`config.mk`:
```
export PLATFORM = sky130hd
export DESIGN_NAME = qam16_outbuf_ctrl
export DESIGN_NICKNAME = d
export VERILOG_FILES = /design/src/rtl/qam16_outbuf_ctrl.sv
export SDC_FILE = /design/constraint.sdc
export NUM_CORES = 1
export LEC_CHECK = 0
export ABC_AREA = 1
export CORE_AREA = 2 2 67 69
export CTS_BUF_LIST = sky130_fd_sc_hd__clkbuf_8
export DETAILED_ROUTE_END_ITERATION = 12
export DIE_AREA = 0 0 69 71
export PLACE_DENSITY_LB_ADDON = 0.25
export SLEW_MARGIN = 20
export SYNTH_ARGS = -nofsm -noshare
export SYNTH_HDL_FRONTEND = slang
export SYNTH_SLANG_ARGS = --single-unit
```
`constraint.sdc`:
```
create_clock -name clk -period 4.15 [get_ports clk]
set_clock_uncertainty 0.1 [all_clocks]
set_input_delay 0.83 -clock clk [delete_from_list [all_inputs] [get_ports clk]]
set_output_delay 0.83 -clock clk [all_outputs]
set_load 0.005 [all_outputs]
```
`src/rtl/qam16_outbuf_ctrl.sv`:
```
// ---------------------------------------------------------------------------
// qam16_outbuf_ctrl
// Burst sequencer for the QAM16 demapper output buffer (nibble-in / dibit-out).
// Admits exactly one burst of ACTIVE_SUBCARR*SYMBOL_NUM nibbles into the
// buffer and waits for the buffer's full flag. It then frames the 2-bit drain
// with dout_valid/dout_sof/dout_eof and pulses tx_done to rearm the buffer.
//
// Ports:
//   clk          system clock, rising edge
//   rst_n        asynchronous active-low reset
//   demap_valid  demapper nibble valid
//   demap_sof    first nibble of a burst (qualified by demap_valid)
//   buff_full    buffer full flag (registered inside the buffer)
//   clr_status   synchronous clear of ovf_err/sof_err/drop_cnt (and wdog_err)
//   din_valid    buffer write enable (combinational)
//   tx_done      one-cycle buffer rearm pulse (registered)
//   dout_valid   buffer dout carries a valid dibit this cycle
//   dout_sof     first dibit of a burst
//   dout_eof     last dibit of a burst
//   busy         sequencer not idle
//   ovf_err      sticky: nibble dropped while not accepting
//   sof_err      sticky: sof mid-fill, or buff_full high in IDLE/FILL
//   drop_cnt     dropped-nibble count, saturating at 255
//   wdog_err     sticky fill-stall timeout (only with the watchdog build)
//
// Optional feature: define QAM16_OUTBUF_CTRL_WDOG_EN to add a fill-stall
// watchdog (WDOG_CYCLES idle cycles in FILL abort the burst) and wdog_err.
// ---------------------------------------------------------------------------
module qam16_outbuf_ctrl #(
    parameter int ACTIVE_SUBCARR = 28,
    parameter int SYMBOL_NUM     = 8,
    parameter int WDOG_CYCLES    = 1024
) (
    input  logic       clk,
    input  logic       rst_n,
    input  logic       demap_valid,
    input  logic       demap_sof,
    input  logic       buff_full,
    input  logic       clr_status,
    output logic       din_valid,
    output logic       tx_done,
    output logic       dout_valid,
    output logic       dout_sof,
    output logic       dout_eof,
    output logic       busy,
    output logic       ovf_err,
    output logic       sof_err,
    output logic [7:0] drop_cnt
`ifdef QAM16_OUTBUF_CTRL_WDOG_EN
    ,
    output logic       wdog_err
`endif
);

    localparam int         N_NIB   = ACTIVE_SUBCARR * SYMBOL_NUM;
    localparam int         N_DIB   = 2 * N_NIB;
    localparam logic [8:0] N_NIB_C = 9'(N_NIB);
    localparam logic [9:0] N_DIB_C = 10'(N_DIB);

    typedef enum logic [2:0] {
        S_IDLE,
        S_FILL,
        S_WAIT_FULL,
        S_DRAIN,
        S_DONE
    } state_t;

    state_t     state_q, state_d;
    logic [8:0] fill_cnt_q, fill_cnt_d;
    logic [9:0] drain_cnt_q, drain_cnt_d;
    logic       tx_done_q, tx_done_d;
    logic       dout_valid_q, dout_valid_d;
    logic       dout_sof_q, dout_sof_d;
    logic       dout_eof_q, dout_eof_d;
    logic       ovf_q, ovf_d;
    logic       sof_err_q, sof_err_d;
    logic [7:0] drop_cnt_q, drop_cnt_d;
    logic       accept;
    logic       drop;

`ifdef QAM16_OUTBUF_CTRL_WDOG_EN
    localparam logic [15:0] WDOG_LAST = 16'(WDOG_CYCLES - 1);
    logic [15:0] stall_q, stall_d;
    logic        wdog_err_q, wdog_err_d;
`else
    // Without the watchdog the timeout length has no effect.
    if (WDOG_CYCLES > 0) begin : g_wdog_unused
    end
`endif

    // A burst may only start on a sof nibble; anything offered outside
    // IDLE-with-sof or FILL never reaches the buffer and counts as a drop.
    assign accept    = ((state_q == S_IDLE) && demap_sof) || (state_q == S_FILL);
    assign din_valid = demap_valid & accept;
    assign drop      = demap_valid & ~accept;

    always_comb begin
        state_d      = state_q;
        fill_cnt_d   = fill_cnt_q;
        drain_cnt_d  = drain_cnt_q;
        tx_done_d    = 1'b0;
        dout_valid_d = 1'b0;
        dout_sof_d   = 1'b0;
        dout_eof_d   = 1'b0;
`ifdef QAM16_OUTBUF_CTRL_WDOG_EN
        stall_d      = 16'd0;
        wdog_err_d   = clr_status ? 1'b0 : wdog_err_q;
`endif
        case (state_q)
            S_IDLE: begin
                if (demap_valid && demap_sof) begin
                    fill_cnt_d = 9'd1;
                    state_d    = S_FILL;
                end
            end
            S_FILL: begin
                if (demap_valid) begin
                    fill_cnt_d = fill_cnt_q + 9'd1;
                    if (fill_cnt_q + 9'd1 == N_NIB_C) begin
                        state_d = S_WAIT_FULL;
                    end
                end
`ifdef QAM16_OUTBUF_CTRL_WDOG_EN
                else if (stall_q == WDOG_LAST) begin
                    state_d    = S_DONE;
                    tx_done_d  = 1'b1;
                    wdog_err_d = 1'b1;
                end else begin
                    stall_d = stall_q + 16'd1;
                end
`endif
            end
            S_WAIT_FULL: begin
                // Buffer presents its first dibit after this edge, so the
                // framing flags are registered in step with it.
                if (buff_full) begin
                    state_d      = S_DRAIN;
                    dout_valid_d = 1'b1;
                    dout_sof_d   = 1'b1;
                    dout_eof_d   = (N_DIB_C == 10'd1);
                    drain_cnt_d  = 10'd1;
                end
            end
            S_DRAIN: begin
                // drain_cnt_q is the index of the dibit currently on dout.
                if (drain_cnt_q == N_DIB_C) begin
                    state_d   = S_DONE;
                    tx_done_d = 1'b1;
                end else begin
                    dout_valid_d = 1'b1;
                    drain_cnt_d  = drain_cnt_q + 10'd1;
                    dout_eof_d   = (drain_cnt_q + 10'd1 == N_DIB_C);
                end
            end
            S_DONE: begin
                state_d     = S_IDLE;
                fill_cnt_d  = 9'd0;
                drain_cnt_d = 10'd0;
            end
            default: begin
                state_d = S_IDLE;
            end
        endcase
    end

    // Sticky status: clear first, then let a same-cycle event win.
    always_comb begin
        ovf_d      = clr_status ? 1'b0 : ovf_q;
        sof_err_d  = clr_status ? 1'b0 : sof_err_q;
        drop_cnt_d = clr_status ? 8'd0 : drop_cnt_q;
        if (drop) begin
            ovf_d = 1'b1;
            if (drop_cnt_d != 8'hFF) begin
                drop_cnt_d = drop_cnt_d + 8'd1;
            end
        end
        if ((state_q == S_FILL && demap_valid && demap_sof) ||
            ((state_q == S_IDLE || state_q == S_FILL) && buff_full)) begin
            sof_err_d = 1'b1;
        end
    end

    always_ff @(posedge clk or negedge rst_n) begin
        if (!rst_n) begin
            state_q      <= S_IDLE;
            fill_cnt_q   <= 9'd0;
            drain_cnt_q  <= 10'd0;
            tx_done_q    <= 1'b0;
            dout_valid_q <= 1'b0;
            dout_sof_q   <= 1'b0;
            dout_eof_q   <= 1'b0;
            ovf_q        <= 1'b0;
            sof_err_q    <= 1'b0;
            drop_cnt_q   <= 8'd0;
`ifdef QAM16_OUTBUF_CTRL_WDOG_EN
            stall_q      <= 16'd0;
            wdog_err_q   <= 1'b0;
`endif
        end else begin
            state_q      <= state_d;
            fill_cnt_q   <= fill_cnt_d;
            drain_cnt_q  <= drain_cnt_d;
            tx_done_q    <= tx_done_d;
            dout_valid_q <= dout_valid_d;
            dout_sof_q   <= dout_sof_d;
            dout_eof_q   <= dout_eof_d;
            ovf_q        <= ovf_d;
            sof_err_q    <= sof_err_d;
            drop_cnt_q   <= drop_cnt_d;
`ifdef QAM16_OUTBUF_CTRL_WDOG_EN
            stall_q      <= stall_d;
            wdog_err_q   <= wdog_err_d;
`endif
        end
    end

    assign tx_done    = tx_done_q;
    assign dout_valid = dout_valid_q;
    assign dout_sof   = dout_sof_q;
    assign dout_eof   = dout_eof_q;
    assign busy       = (state_q != S_IDLE);
    assign ovf_err    = ovf_q;
    assign sof_err    = sof_err_q;
    assign drop_cnt   = drop_cnt_q;
`ifdef QAM16_OUTBUF_CTRL_WDOG_EN
    assign wdog_err   = wdog_err_q;
`endif

endmodule

```
Word-level counts from Yosys, hierarchy flattened --
Index checks and enable logic that the tools add are counted.
Cells by class: bitwise logic cells 3, eq/ne operators 14, add/subtract/negate cells 3, multiplexer cells 26, reduce and logical (&&, ||, !) cells 17
Operator list (count):
- 10-bit case mux with 3 select lines | 1
- 9-bit case mux with 3 select lines | 1
- 8-bit two-way mux | 3
- 10-bit by 9-bit equality test with 1-bit output (second input constant) | 2
- 10-bit two-way mux | 2
- 9-bit two-way mux | 2
- 3-bit two-way mux | 5
- 3-bit case mux with 4 select lines | 1
- 10-bit by 1-bit adder with 10-bit output (second input constant) | 1
- 1-bit two-way mux | 10
- 9-bit by 1-bit adder with 9-bit output (second input constant) | 1
- 9-bit by 8-bit equality test with 1-bit output (second input constant) | 1
- 3-bit nonzero test | 3
- 8-bit by 1-bit adder with 8-bit output (second input constant) | 1
- 2-bit != test (second input constant) | 4
- 8-bit != test (second input constant) | 1
- 3-bit by 2-bit equality test with 1-bit output (second input constant) | 2
- 3-bit AND reduction | 2
- 1-bit logical AND | 5
- 5-bit AND reduction | 1
- 2-bit by 1-bit != test with 1-bit output (second input constant) | 2
- 2-bit nonzero test | 2
- 3-bit by 1-bit equality test with 1-bit output (second input constant) | 1
- 3-bit equality test (second input constant) | 1
- 5 further kinds | 8
Word-level totals: input bits 6, word-level logic and storage cells 73, bits in registers 36, output and inout bits 16

Depth between registers and ports, before layout --
Gate-level depths: netlist of the first run.
depth after elaboration 6, mapped depth 11

Worst setup path after synthesis of the first run --
No wires, ideal clock.
path type input port to flip-flop, from input port clr_status, to register drop_cnt_q[1], in the netlist drop_cnt[1], path slack 2005 ps, arrival 1918 ps, stages on the path 7, cell sequence nor2_1 -> ha_1 -> inv_1 -> nor3_2 -> nand4_1 -> nand2_1 -> mux2_1
On the way: cells in the longest elaborated chain, start to end 4, elaborated cells between the ends (all ways) 5
RTL lines:
- from (decl) | line 39 | input logic clr_status,
- 8-bit two-way mux (*) | line 170 | drop_cnt_d = clr_status ? 8'd0 : drop_cnt_q;
- 8-bit by 1-bit adder with 8-bit output / 8-bit != test (equally long branches) | line 174, 173
- 8-bit two-way mux | line 173 | if (drop_cnt_d != 8'hFF) begin
- 8-bit two-way mux (*) | line 171 | if (drop) begin
- named net drop_cnt_d[1] | line 77 | logic [7:0] drop_cnt_q, drop_cnt_d;
- to (signal assigned) | line 209 | drop_cnt_q <= drop_cnt_d;
- to (decl) | line 77
Mark *: on every way through the listed nets, which the timed path passes. The rest lies on a longest branch. A chain may end at the register's enable or synchronous reset.

Worst setup path in the final report of the first run --
from input port demap_sof, to output port din_valid
On the way: cells in the longest elaborated chain, start to end 3
RTL lines:
- from (decl) | line 37 | input logic demap_sof,
- 1-bit logical AND | line 93 | assign accept = ((state_q == S_IDLE) && demap_sof) || (state_q == S_FILL);
- 1-bit logical OR | line 93
- 1-bit AND | line 94 | assign din_valid = demap_valid & accept;
- to (decl) | line 40 | output logic din_valid,
No other way between the ends.

==> results_dict.tcl, run 1 <==
set metrics [dict create \
    status "finished clean" \
    drt_iter0_markers 106 \
    synth_top_area_cell "dfrtp_1" \
    powerDensity_mw_per_mm2 480 \
    core_area_sq_mm 0.00420 \
    area_growth_syn_to_layout_pct 17.3 \
    vias 1705 \
    cp-end-kind "output port" \
    finalCriticalPeriod_ns 3.09 \
    wl_per_cell_um 12.0 \
    fp-row-count 24 \
    cp-start-kind "input port" \
    port_buffers 21 \
    hold_start "ovf_err" \
    pwr-share-clk_pct 20.6 \
    slew_violations 0 \
    regArea_sq_um 901 \
    multiInputGateArea_sq_um 950 \
    clk_root_buffer_cell "clkbuf_8" \
    cp_top_family "buffers and inverters" \
    cp_common_cell "clkdlybuf4s50_1" \
    r2r-start "drop_cnt[0]" \
    worst_ep_required_time_ns 3.22 \
    dp_hpwl_um 3060 \
    ys_seq_area_share_pct 44.8 \
    drv_cap 0 \
    rsz0062_at_grt "no" \
    tns_ns 0 \
    drt-total-wl_um 4070 \
    die_h_um 71 \
    worstPathMaxFanout 3 \
    start_util_pct 47.9 \
    die_x_um 69 \
    power_frac_comb_pct 36.3 \
    synthTopCellsByArea "dfrtp_1 (45%), nand2_1 (11%), inv_1 (7.1%)" \
    netlist_area_sq_mm 0.00201 \
    drive_above_1_share_pct 8.74 \
    cts_buffer_depth 2 \
    antenna_found_initial 0 \
    crit_buf_inv 3 \
    grt_max_degree 37 \
    ant_nets 0 \
    drc 0 \
    p_sw_share_pct 38.1 \
    finalNetCount 298 \
    post_cts_buffers 0 \
    cts_tree "built" \
    wl_met3_um 180 \
    synth_top_area_share_pct 44.8 \
    crit_chain "clkdlybuf4s50_1 -> inv_1 -> nand2_1 -> nand2_2 -> nor2_2 -> clkdlybuf4s50_1" \
    tightest_slew_ns 0.801 \
    synth_warnings 0 \
    clk_pin_slew_worst_paths_ns 0.06 \
    wl_met2_um 1800 \
    ir_worst_vdd_mv 0.327 \
    fin_crit_sh_pct 74.4 \
    via_per_inst 5.04 \
    cts-resized-gates 0 \
    synth_cell_types 27 \
    die_area_sq_mm 0.00490 \
    grt_usage_pct 17.6 \
    leakage_nw 1.10 \
    cts_num_sinks 36 \
    avgSynthCellArea_sq_um 7.80 \
    pin_count 22 \
    hold_viol_final 0 \
    critPathKind "in2out" \
    grt_overflow 0 \
    numCtsBuffers 5 \
    setup_viol 0 \
    power_frac_seq_pct 43.0 \
    diodes 0 \
    ys_ff_latch 36 \
    syn_nets 270 \
    clk_latency_ns 0.30 \
    internal-power_w 0.000701 \
    fill_cells 406 \
    p_switching_w 0.000431 \
    grt_pass1_wl_um 6860 \
    cpPeakStageDelay_ns 0.52 \
    final_area_sq_mm 0.00236 \
    critPathLaunch "demap_sof" \
    drtPass1Iterations 4 \
    max_slew_margin_pct 46.6 \
    placed_cell_area_sq_mm 0.00228 \
    critPathSlowestCell "clkdlybuf4s50_1" \
    top_layer_used "met4" \
    place.gp.congestion 0.793 \
    met1_length_um 2030 \
    timing.fmax_mhz 324 \
    cts-hold-fix-buffers 0 \
    hold_path.class "reg2reg" \
    grt_pass1_vias 1561 \
    h-tree-depth 2 \
    cp.arrival_ns 2.16 \
    synthCells 258 \
]
==> synthesized netlist by cell type (all sizes together) <==
master,count
nand2,63
inv,43
dfrtp,36
nor2,31
nand3,27
o21ai,19
ha,6
xor2,6
nand4,5
nor3,5
o22ai,5
xnor2,4
a22o,2
a21oi,1
mux2,1
nand3b,1
nor4,1
o221ai,1
or2,1
==> worst min-delay path, stage by stage (launching register included) <==
cell and delay [ns]:
dfrtp_1 0.35, nand2_1 0.05, nand2_1 0.06
==> sequential cells by signal (all words and copies together), names as in the netlist <==
register,cells
dout_eof,1
dout_sof,1
dout_valid,1
drain_cnt_q,10
drop_cnt,8
fill_cnt_q,9
ovf_err,1
sof_err,1
state_q,3
tx_done,1
==> power groups by stage <==
stage,Clock [W],Sequential (W),Combinational (W)
after global placement,0,0.000490,0.000407
after detailed placement,0,0.000494,0.000411
final,0.000234,0.000487,0.000411
after CTS,0.000242,0.000487,0.000416
after global routing,0.000256,0.000495,0.000463
after floorplan,0,0.000481,0.000275
==> metrics by stage <==
step | setup WS [ns] | total power (W) | hold slack [ns] | cells | utilization [%]
after detailed placement | 1.05 | 0.000904 | 0.383 | 331 | 54.3
final | 1.06 | 0.00113 | 0.391 | 338 | 56.1
after global routing | 1.00 | 0.00121 | 0.437 | 338 | 56.1
after global placement | 1.06 | 0.000897 | 0.381 | 331 | 54.3
after CTS | 1.05 | 0.00114 | 0.400 | 338 | 56.1
after floorplan | 2.00 | 0.000756 | 0.363 | 258 | -
==> path summary, 6_finish.rpt <==
path | to | slack (ns) | cells after the start
worst max-delay path | din_valid | 1.06 | 6
worst min-delay path | ovf_err | 0.39 | 2
worst max register to register | drop_cnt[1] | 2.30 | 8
worst min register to register | ovf_err | 0.39 | 2
max in group asynchronous | drain_cnt_q[1] | 2.92 | 1
min in group asynchronous | fill_cnt_q[2] | 0.52 | 1
==> cell usage in the layout (no fill, tap or decap), types with 2 or more instances in the layout <==
| cell type | Yosys | routed |
|---|---|---|
| a22o_1 | 2 | 2 |
| clkbuf_8 | 0 | 5 |
| clkdlybuf4s50_1 | 0 | 20 |
| dfrtp_1 | 36 | 36 |
| ha_1 | 6 | 6 |
| inv_1 | 38 | 39 |
| inv_2 | 5 | 5 |
| nand2_1 | 61 | 61 |
| nand2_2 | 2 | 2 |
| nand3_1 | 26 | 26 |
| nand4_1 | 5 | 5 |
| nor2_1 | 28 | 28 |
| nor2_2 | 3 | 3 |
| nor3_2 | 3 | 3 |
| o21ai_0 | 12 | 12 |
| o21ai_1 | 6 | 6 |
| o22ai_1 | 5 | 5 |
| xnor2_1 | 4 | 4 |
| xor2_1 | 6 | 6 |
==> logic make-up after synthesis <==
kind of cell	after synthesis	synth area share [%]
XOR/XNOR	10	4.35
buffers and inverters	43	8.02
flip-flops	36	44.8
AND/OR/NAND/NOR	134	30.5
adder cells (fa/ha/maj)	6	3.73
AO/OA/AOI/OAI	28	8.02
multiplexers	1	0.560
==> cell type report <==
cell class / instances / area share [%]
flip-flops and latches: 36 / 38.2
inverters: 43 / 6.84
well taps: 52 / 2.76
repair buffers: 21 / 8.70
clock inverters: 2 / 0.371
multi-input cells: 179 / 40.2
clock buffers: 5 / 2.92
==> layer usage <==
layer / global-route usage, % / vias to the layer above
met5: 0 / -
met4: 7.41 / 0
met3: 4.70 / 7
met2: 26.2 / 35
met1: 24.4 / 775
li1: - / 888
Power figures use the tool's default switching activity.
==> inputs of run 2 (changes only) <==
==> constraint.sdc (replaced) <==
create_clock -name clk -period 2.73 [get_ports clk]
set_clock_uncertainty 0.1 [all_clocks]
set_input_delay 0.546 -clock clk [delete_from_list [all_inputs] [get_ports clk]]
set_output_delay 0.546 -clock clk [all_outputs]
set_load 0.005 [all_outputs]
==> results_dict.tcl, run 2 (synthesis gave the netlist of run 1 again) <==
set metrics [dict create \
    status "finished clean" \
    cts_tree "built" \
    grt_usage_pct 17.8 \
    numCtsBuffers 5 \
    drv_cap 0 \
    port_buffers 21 \
    tightest_slew_ns 0.790 \
    start_util_pct 47.9 \
    r2r_cells 10 \
    leakage_nw 1.11 \
    fin_util_pct 56.4 \
    powerDensity_mw_per_mm2 735 \
    setup_viol 0 \
    ant_nets 0 \
    vias 1723 \
    fp-row-count 24 \
    hold_path.class "in2async" \
    layout_common_cells "nand2_1 (61), inv_1 (40), dfrtp_1 (36)" \
    fin_crit_sh_pct 93.0 \
    drive_above_1_share_pct 8.71 \
    clk_latency_ns 0.29 \
    dp_hpwl_um 3080 \
    grt_max_degree 37 \
    drc 0 \
    cts_num_sinks 36 \
    final_common_cell "nand2_1" \
    ir_worst_vdd_mv 0.536 \
    cts_buffer_depth 2 \
    largest_reg_flops 10 \
    timing.fmax_mhz 394 \
    place.gp.congestion 0.779 \
    layout_setup_ws_ns 0.192 \
    die_area_sq_mm 0.00490 \
    finalNetCount 298 \
    rsz0062_at_grt "no" \
    antenna_found_initial 0 \
    worst_ep_required_time_ns 2.08 \
    largest_register "drain_cnt_q" \
    grt_overflow 0 \
    cp-start-kind "input port" \
    clk_pin_slew_worst_paths_ns 0.07 \
    cp-end-kind "output port" \
    clk_root_buffer_cell "clkbuf_8" \
    drt_iter0_markers 113 \
    via_per_inst 5.08 \
    max_slew_margin_pct 47.3 \
    drt-total-wl_um 4070 \
    die_h_um 71 \
    wl_per_cell_um 12.0 \
    tns_ns 0 \
    post_cts_buffers 0 \
    hold_viol_final 0 \
    dpl_worst_slack_ns 0.192 \
    critPathKind "in2out" \
    cts-hold-fix-buffers 0 \
    pin_count 22 \
    finalCriticalPeriod_ns 2.54 \
    grt_pass1_wl_um 6920 \
    area_growth_syn_to_layout_pct 17.9 \
    h-tree-depth 2 \
    diodes 0 \
    grt_pass1_vias 1556 \
    fill_cells 391 \
    die_x_um 69 \
    drtPass1Iterations 4 \
    slew_violations 0 \
    cp.arrival_ns 1.89 \
    core_area_sq_mm 0.00420 \
    worstPathMaxFanout 3 \
    cts-resized-gates 0 \
]
## run 2: cell types whose count changed in the layout (fill, tap and decap cells not counted)
cell      before  now
clkinv_2       1    0
clkbuf_8       5    6
inv_1         39   40
## run 2: final cells by class
cell class | instances | area (sq um) | area share [%]
multi-input cells | 179 | 950 | 40.0
flip-flops and latches | 36 | 901 | 38.0
repair buffers | 21 | 205 | 8.65
inverters | 43 | 161 | 6.80
clock buffers | 6 | 82.6 | 3.48
well taps | 52 | 65.1 | 2.74
clock inverters | 2 | 7.51 | 0.316
## run 2: report_power, final
part | internal [W] | switching [W]
clock | 0.000198 | 0.000177
sequential | 0.000639 | 0.0000990
combinational | 0.000256 | 0.000375
total | 0.00109 | 0.000652
## run 2: critical path, stage by stage
cell,delay (ns)
clkdlybuf4s50_1,0.47
inv_1,0.05
nand2_1,0.09
nand2_2,0.07
nor2_2,0.14
clkdlybuf4s50_1,0.52
## run 2: worst paths after layout
kind | from | endpoint | slack, ns
setup / recovery | demap_sof | din_valid | 0.19
hold / removal | rst_n | drain_cnt_q[5] | 0.24
setup reg to reg | fill_cnt_q[0] | state_q[0] | 0.91
hold reg to reg | ovf_err | ovf_err | 0.40
max in group asynchronous | rst_n | fill_cnt_q[0] | 1.79
min in group clk | ovf_err | ovf_err | 0.40
## run 2: routing by layer
metal  track usage [%]  share of wire, %  up-vias  routed length [um]
li1                  -                 -      885                   -
met4              8.28               1.1        0                  43
met2              26.8                46       32                1860
met5                 0                 0        -                   0
met3              3.56               4.2        4                 170
met1              24.7                49      802                2000
## run 2: metrics by stage
stage / power [W] / hold slack [ns] / instances / instance area (sq um)
finish: 0.00174 / 0.242 / 339 / 2370
CTS: 0.00176 / 0.266 / 339 / 2370
floorplan: 0.00115 / 0.150 / 258 / 2010
global placement: 0.00136 / 0.383 / 331 / 2280
detailed placement: 0.00138 / 0.381 / 331 / 2280
global route: 0.00188 / 0.326 / 339 / 2370
